$ cat src/rtl/lfsr_pattern_counter.sv
// lfsr_pattern_counter
//   A Fibonacci LFSR produces a serial bit stream. A P-bit pattern detector counts hits in a
//   D-digit BCD counter. At every period boundary the live count is latched into the result
//   registers and then cleared. All state advances only on a single-cycle tick enable.
// Ports
//   clk          system clock
//   reset        synchronous, active-high reset; takes priority over tick
//   tick         advance enable, one clk wide
//   lfsr_state   current LFSR register
//   serial_bit   lfsr_state[W-1]; this bit is consumed on the next tick
//   match        one-clk pulse after the tick that completed the pattern
//   live_bcd     running BCD hit count, digit 0 in [3:0]
//   live_ovf     live count saturated at all-9s during this period
//   result_bcd   count latched at the last period end
//   result_ovf   live_ovf latched at the last period end
//   period_done  one-clk pulse after the tick that ended a period
module lfsr_pattern_counter #(
  parameter int unsigned   W       = 4,
  parameter logic [W-1:0]  TAPS    = 4'b1100,
  parameter logic [W-1:0]  SEED    = 4'b0001,
  parameter int unsigned   P       = 2,
  parameter logic [P-1:0]  PATTERN = 2'b11,
  parameter bit            OVERLAP = 1'b1,
  parameter int unsigned   D       = 4,
  parameter int unsigned   PERIOD  = 15
) (
  input  logic           clk,
  input  logic           reset,
  input  logic           tick,
  output logic [W-1:0]   lfsr_state,
  output logic           serial_bit,
  output logic           match,
  output logic [4*D-1:0] live_bcd,
  output logic           live_ovf,
  output logic [4*D-1:0] result_bcd,
  output logic           result_ovf,
  output logic           period_done
);

  localparam int unsigned SW = $clog2(P + 1);
  localparam int unsigned PW = $clog2(PERIOD + 1);
  // An all-zero seed would lock the LFSR, so it is replaced by 1.
  localparam logic [W-1:0] SEED_EFF = (SEED == '0) ? W'(1) : SEED;

  logic [W-1:0]   lfsr_q, lfsr_d;
  logic [P-1:0]   hist_q, hist_d;
  logic [SW-1:0]  seen_q, seen_d;
  logic [PW-1:0]  per_q;
  logic [4*D-1:0] live_q, live_d, inc_bcd, result_q;
  logic           live_ovf_q, live_ovf_d, result_ovf_q;
  logic           match_q, pdone_q;
  logic           hit, all_nines, carry, period_end;

  // LFSR next state with lockup recovery.
  always_comb begin
    if (lfsr_q == '0) begin
      lfsr_d = SEED_EFF;
    end else begin
      lfsr_d = {lfsr_q[W-2:0], ^(lfsr_q & TAPS)};
    end
  end

  // Detector: shift form avoids a negative slice when P == 1.
  always_comb begin
    hist_d = (hist_q << 1) | P'(lfsr_q[W-1]);
    seen_d = (seen_q == SW'(P)) ? seen_q : seen_q + 1'b1;
    hit    = (hist_d == PATTERN) && (seen_d == SW'(P));
  end

  // Ripple BCD increment; carry surviving every digit means the count is all-9s.
  always_comb begin
    inc_bcd = live_q;
    carry   = 1'b1;
    for (int i = 0; i < int'(D); i++) begin
      if (carry) begin
        if (live_q[4*i +: 4] == 4'd9) begin
          inc_bcd[4*i +: 4] = 4'd0;
        end else begin
          inc_bcd[4*i +: 4] = live_q[4*i +: 4] + 4'd1;
          carry             = 1'b0;
        end
      end
    end
    all_nines = carry;
  end

  always_comb begin
    live_d     = live_q;
    live_ovf_d = live_ovf_q;
    if (hit) begin
      if (all_nines) begin
        live_ovf_d = 1'b1;
      end else begin
        live_d = inc_bcd;
      end
    end
  end

  assign period_end = (per_q == PW'(PERIOD - 1));

  always_ff @(posedge clk) begin
    if (reset) begin
      lfsr_q       <= SEED_EFF;
      hist_q       <= '0;
      seen_q       <= '0;
      per_q        <= '0;
      live_q       <= '0;
      live_ovf_q   <= 1'b0;
      result_q     <= '0;
      result_ovf_q <= 1'b0;
      match_q      <= 1'b0;
      pdone_q      <= 1'b0;
    end else if (tick) begin
      lfsr_q  <= lfsr_d;
      hist_q  <= hist_d;
      // Non-overlapping mode forces P fresh bits before the next hit.
      seen_q  <= (hit && !OVERLAP) ? '0 : seen_d;
      match_q <= hit;
      if (period_end) begin
        per_q        <= '0;
        pdone_q      <= 1'b1;
        // This tick's hit lands in the result only; the new period starts from zero.
        result_q     <= live_d;
        result_ovf_q <= live_ovf_d;
        live_q       <= '0;
        live_ovf_q   <= 1'b0;
      end else begin
        per_q      <= per_q + 1'b1;
        pdone_q    <= 1'b0;
        live_q     <= live_d;
        live_ovf_q <= live_ovf_d;
      end
    end else begin
      match_q <= 1'b0;
      pdone_q <= 1'b0;
    end
  end

  assign lfsr_state  = lfsr_q;
  assign serial_bit  = lfsr_q[W-1];
  assign match       = match_q;
  assign live_bcd    = live_q;
  assign live_ovf    = live_ovf_q;
  assign result_bcd  = result_q;
  assign result_ovf  = result_ovf_q;
  assign period_done = pdone_q;

endmodule

$ cat config.mk
export PLATFORM = sky130hd
export DESIGN_NAME = lfsr_pattern_counter
export DESIGN_NICKNAME = d
export VERILOG_FILES = /design/src/rtl/lfsr_pattern_counter.sv
export SDC_FILE = /design/constraint.sdc
export NUM_CORES = 1
export LEC_CHECK = 0
export ABC_AREA = 1
export CORE_UTILIZATION = 46
export DETAILED_ROUTE_END_ITERATION = 8
export PLACE_DENSITY = 0.75
export SYNTH_ARGS = -nofsm -noshare
export SYNTH_HDL_FRONTEND = slang
export SYNTH_SLANG_ARGS = --single-unit
$ cat constraint.sdc
create_clock -name clk -period 1.5 [get_ports clk]
set_input_delay 0.225 -clock clk [delete_from_list [all_inputs] [get_ports clk]]
set_output_delay 0.225 -clock clk [all_outputs]
set_load 0.02 [all_outputs]
Yosys cells after proc, flatten, opt, wreduce, memory -nomap -nowiden
Cells that the tools add are included.

operators by class
  reduce and logical (&&, ||, !) cells = 5
  bitwise operators = 2
  equal/unequal tests = 8
  muxes and demuxes = 24
  add/sub/neg operators = 6

operators with widths
  operator                                     count
  two-way mux 16 bit                           3
  two-way mux 4 bit                            9
  adder 4 x 1 -> 4 bit, second input constant  5
  == test 4 bit, second input constant         5
  two-way mux 1 bit                            11
  == test 2 bit, second input constant         3
  zero test 4 bit                              1
  parity 4 bit                                 1
  adder 2 x 1 -> 2 bit, second input constant  1
  two-way mux 2 bit                            1
  OR 2 x 1 -> 2 bit                            1
  AND reduction 2 bit                          1
  OR reduction 2 bit                           1
  logical AND 1 bit                            1
  NOT 1 bit                                    1

word-level totals
  bits in registers = 47
  output and inout port bits = 41
  input bits = 3
  logic and storage cells = 55

Depth between registers and ports, before layout
  depth after elaboration = 8
  depth in mapped cells = 11
  depth with buffers taken out = 11

Worst setup path before layout
OpenSTA, ideal clock, no wires.

  kind = flip-flop to flip-flop
  start point = reg seen_q[0]
  end point = reg live_q[2] (netlist: live_bcd[2])
  data required time = 1.429 ns
  setup time = 0.071 ns
  buffers on the path = 1
  arrival = 1.588 ns
  period minus slack after synthesis = 1.659 ns
  cell stages (with the launch flop) = 9
  setup slack = -0.159 ns
  cells stage by stage = dfxtp_1 > inv_1 > ha_1 > nand3_2 > clkinv_1 > buf_2 > o21ai_0 > nand2_1 > a21oi_1

between the ends
  word-level cells in the longest chain between the ends = 6
  elaborated cells on any way between the ends = 7
  those cells by class = 1 x add/sub; 2 x eq/ne; 3 x mux; 1 x reduce/logical

ends and longest elaborated chain
  what                                                          RTL line  text
  start, declared                                               47        logic [SW-1:0] seen_q, seen_d;
  start signal, assigned                                        117       seen_q <= (hit && !OVERLAP) ? '0 : seen_d;
  adder 2 x 1 -> 2 bit / == test 2 bit (equally long branches)  66        seen_d = (seen_q == SW'(P)) ? seen_q : seen_q + 1'b1;
  two-way mux 2 bit *                                           66
  via seen_d[1]                                                 47
  == test 2 bit *                                               67        hit = (hist_d == PATTERN) && (seen_d == SW'(P));
  logical AND 1 bit *                                           67
  two-way mux 16 bit *                                          90        if (hit) begin
  two-way mux 16 bit *                                          119       if (period_end) begin
  end signal, assigned                                          130       live_q <= live_d;
  end, declared                                                 49        logic [4*D-1:0] live_q, live_d, inc_bcd, result_q;

The timed path passes the listed nets; every way through them passes the cells marked *.
A chain may end at the register's enable or synchronous reset.

Final worst setup path
  start point = reg live_q[1] (netlist: live_bcd[1])
  end point = reg live_q[11] (netlist: live_bcd[11])

between the ends
  word-level cells in the longest chain between the ends = 8
  elaborated cells on any way between the ends = 9
  those cells by class = 1 x eq/ne; 8 x mux

ends and longest elaborated chain
  what                             RTL line  text
  == test 4 bit *                  76        if (live_q[4*i +: 4] == 4'd9) begin
  two-way mux 1 bit *              76
  two-way mux 1 bit *              75        if (carry) begin
  two-way mux 1 bit (2 in series)  75
  two-way mux 16 bit *             91        if (all_nines) begin
  two-way mux 16 bit *             90
  two-way mux 16 bit *             119

Every way passes the cells marked *; elsewhere a longest branch is shown, timed or not.

==> results.sh <==
export IMPL_pwr_share_comb=0.076
export IMPL_wl_per_cell_um=12.01
export IMPL_clk_pin_slew_ps=80
export IMPL_synth_seq_cells=47
export IMPL_die_y_um=72.07
export IMPL_cts_made_buffers=5
export IMPL_start_util=0.4781
export IMPL_final_max_slew_violation_count=0
export IMPL_grt_usage=0.2194
export IMPL_io_buffers=43
export IMPL_final_area_mm2=0.003241
export IMPL_synth_adder_area_share=0.01108
export IMPL_place_congestion=0.8713
export IMPL_grt_ovfl_total=0
export IMPL_cts_max_level=2
export IMPL_grt_pass1_vias=2078
export IMPL_syn_to_final_growth_pct=43.49
export IMPL_power_switching_w=0.0005104
export IMPL_synth_xor_area_frac=0.007756
export IMPL_grt_pass1_wl_mm=9.004
export IMPL_clkSinkCount=47
export IMPL_yosys_warnings=0
export IMPL_antenna_found_initial=0
export IMPL_tightest_slew_ps=274.3
export IMPL_post_route_period_util=1.013
export IMPL_rsz0062_at_grt="yes"
export IMPL_avgSynthCellArea_um2=6.949
export IMPL_synth_compound_area_frac=0.1396
export IMPL_synth_distinct_cells=33
export IMPL_crit_type="register to register"
export IMPL_firstDrtPassIters=4
export IMPL_cts_tree="yes"
export IMPL_clk_latency_ps=290
export IMPL_yosysSeqAreaShare=0.4166
export IMPL_synth_mux_area_frac=0
export IMPL_grt_max_degree=19
export IMPL_placedCellCount=461
export IMPL_n_antenna_cell=0
export IMPL_clockPowerShare=0.333
export IMPL_placed_area_mm2=0.003012
export IMPL_dp_hpwl_mm=3.983
export IMPL_cellLeakagePower_nw=1.581
export IMPL_drtIter0Drc=253
export IMPL_start_kind="register"
export IMPL_synthesis_area_mm2=0.002258
export IMPL_routed_wl_mm=5.693
export IMPL_critPathArrivalTime_ps=1760
export IMPL_die_area_mm2=0.005194
export IMPL_core_region_area_mm2=0.004723
export IMPL_fmax_ghz=0.6578
export IMPL_layout_common_cells="nand2_1 (112), dfxtp_1 (41), buf_4 (36)"
export IMPL_ant_nets=0
export IMPL_max_slew_margin=0.8152
export IMPL_ir_drop_mv=0.3972
export IMPL_cp_required_ps=1740
export IMPL_fin_ws_ps=-20.17
export IMPL_intPower_w=0.001656
export IMPL_cp_end_kind="register"
export IMPL_hold_class="register to register"
export IMPL_synth_nets=330
export IMPL_drive_gt1_frac=0.2260
export IMPL_hold_viol_final=0
export IMPL_instances_no_fill=474
export IMPL_fin_nets=411
export IMPL_cp_max_fo=7
export IMPL_syn_inst=325
export IMPL_boundaryPins=44
export IMPL_drc=0
export IMPL_swShare=0.2356
export IMPL_cap_violations=0
export IMPL_vias=2335
export IMPL_synth_top_family_by_area="simple AND/OR/NAND/NOR gates"
export IMPL_clk_path_buf_depth=2
export IMPL_min_period_ps=1520
export IMPL_setup_violations=2
export IMPL_num_rows=25
export IMPL_power_density_mw_per_mm2=668.5
export IMPL_violations="negative setup slack"
export IMPL_mostFrequentLayoutCell="nand2_1"
export IMPL_skew_ps=7.381
export IMPL_viasPerCell=4.926
export IMPL_die_w_um=72.07
export IMPL_yosys_area_share_simple=0.3518
export IMPL_status="finished, violations left"
export IMPL_clock_root_buffer="clkbuf_8"
export IMPL_seq_power_share=0.591
final timing paths:
kind	start	end	slack [ps]	cells after the start
worst max-delay path	live_bcd[1]	live_bcd[11]	-20	9
worst min-delay path	result_bcd[11]	result_bcd[11]	460	2
worst max register to register	live_bcd[1]	live_bcd[11]	-20	9
worst min register to register	result_bcd[11]	result_bcd[11]	460	2
sequential cells by signal, indices dropped and copies added (netlist names), 2 cells and up:
name        count
lfsr_state      4
per_q           4
live_bcd       16
seen_q          2
result_bcd     16
routing by layer:
metal,part of all wire,track usage
met1,0.45,0.2831
met2,0.50,0.3624
met3,0.044,0.04583
met4,0.010,0.07843
met5,0,0
through the flow:
step	total power [W]	TNS [ps]	hold WS [ps]	setup slack, ps	utilization
6_report	0.002166	-20.70	455.0	-20.17	0.6861
4_1_cts	0.002184	0	460.6	7.932	0.6532
5_1_grt	0.002253	-1514	472.0	-98.35	0.6861
2_1_floorplan	0.001402	-60.08	314.5	-16.55	-
3_5_place_dp	0.001471	-185.7	439.8	-41.16	0.6376
3_3_place_gp	0.001467	-63.16	436.2	-21.76	0.6376
worst max-delay path, cell delays in order, from the launching register on:
cell and delay [ps]:
dfxtp_1 370, nor2_2 170, nand2_4 80, nor2_8 190
buf_12 130, nand3_2 50, or2_0 210, nand2_1 80
nand2_1 70, a21oi_2 120
Yosys cell counts:
| library cell | number | area (µm²) |
|---|---|---|
| buf_4 | 1 | 7.510 |
| clkinv_1 | 1 | 3.750 |
| buf_2 | 3 | 15.01 |
| nand2_1 | 120 | 450.4 |
| nor3b_2 | 1 | 12.51 |
| nor3b_1 | 1 | 7.510 |
| nor2_1 | 13 | 48.80 |
| inv_2 | 4 | 15.01 |
| o21ai_1 | 2 | 10.01 |
| nor3_1 | 3 | 15.01 |
| a22o_1 | 2 | 17.52 |
| a211oi_2 | 1 | 12.51 |
| nor2_4 | 2 | 22.52 |
| nand3_1 | 20 | 100.1 |
| a21oi_1 | 20 | 100.1 |
| nand2_4 | 1 | 11.26 |
| nand3_4 | 1 | 17.52 |
| o21ai_0 | 25 | 125.1 |
| a211oi_1 | 1 | 7.510 |
| nor2_8 | 1 | 20.02 |
| nor2_2 | 3 | 18.77 |
| or2_0 | 1 | 6.260 |
| inv_1 | 27 | 101.4 |
| nand2_2 | 1 | 6.260 |
| dfxtp_1 | 47 | 940.9 |
| clkbuf_1 | 6 | 22.52 |
| xor2_1 | 1 | 8.760 |
| a21oi_2 | 4 | 35.03 |
| o211ai_1 | 1 | 7.510 |
| ha_1 | 2 | 25.02 |
| xnor2_1 | 1 | 8.760 |
| nand3_2 | 2 | 20.02 |
| nand4_1 | 6 | 37.54 |
what timing repair did:
action	in CTS	in global routing
gates resized for setup	27	39
gates cloned	0	0
pin swaps	0	15
setup endpoints to repair	34	32
hold buffers	0	0
setup buffers	0	5
layout make-up:
type,instances,area (µm²)
Clock buffer,7,76.32
Clock inverter,1,5.005
Fill cell,401,1483
Inverter,32,135.1
Multi-Input combinational cell,236,1232
Sequential cell,47,948.4
Tap cell,67,83.83
Timing Repair Buffer,84,759.5
power by group through the flow:
stage               registers, W  logic [W]  clock network (W)
floorplan                0.00132  0.0000830                  0
detailed placement       0.00131   0.000161                  0
finish                   0.00128   0.000164           0.000722
global route             0.00128   0.000180           0.000790
global placement         0.00131   0.000157                  0
CTS                      0.00128   0.000162           0.000742
logic make-up after synthesis:
kind of cell,Yosys count
simple gates,176
compound gates,56
flops,47
buf+inv,42
xor+xnor,2
fa+ha+maj,2
Power figures use the tool's default switching activity.
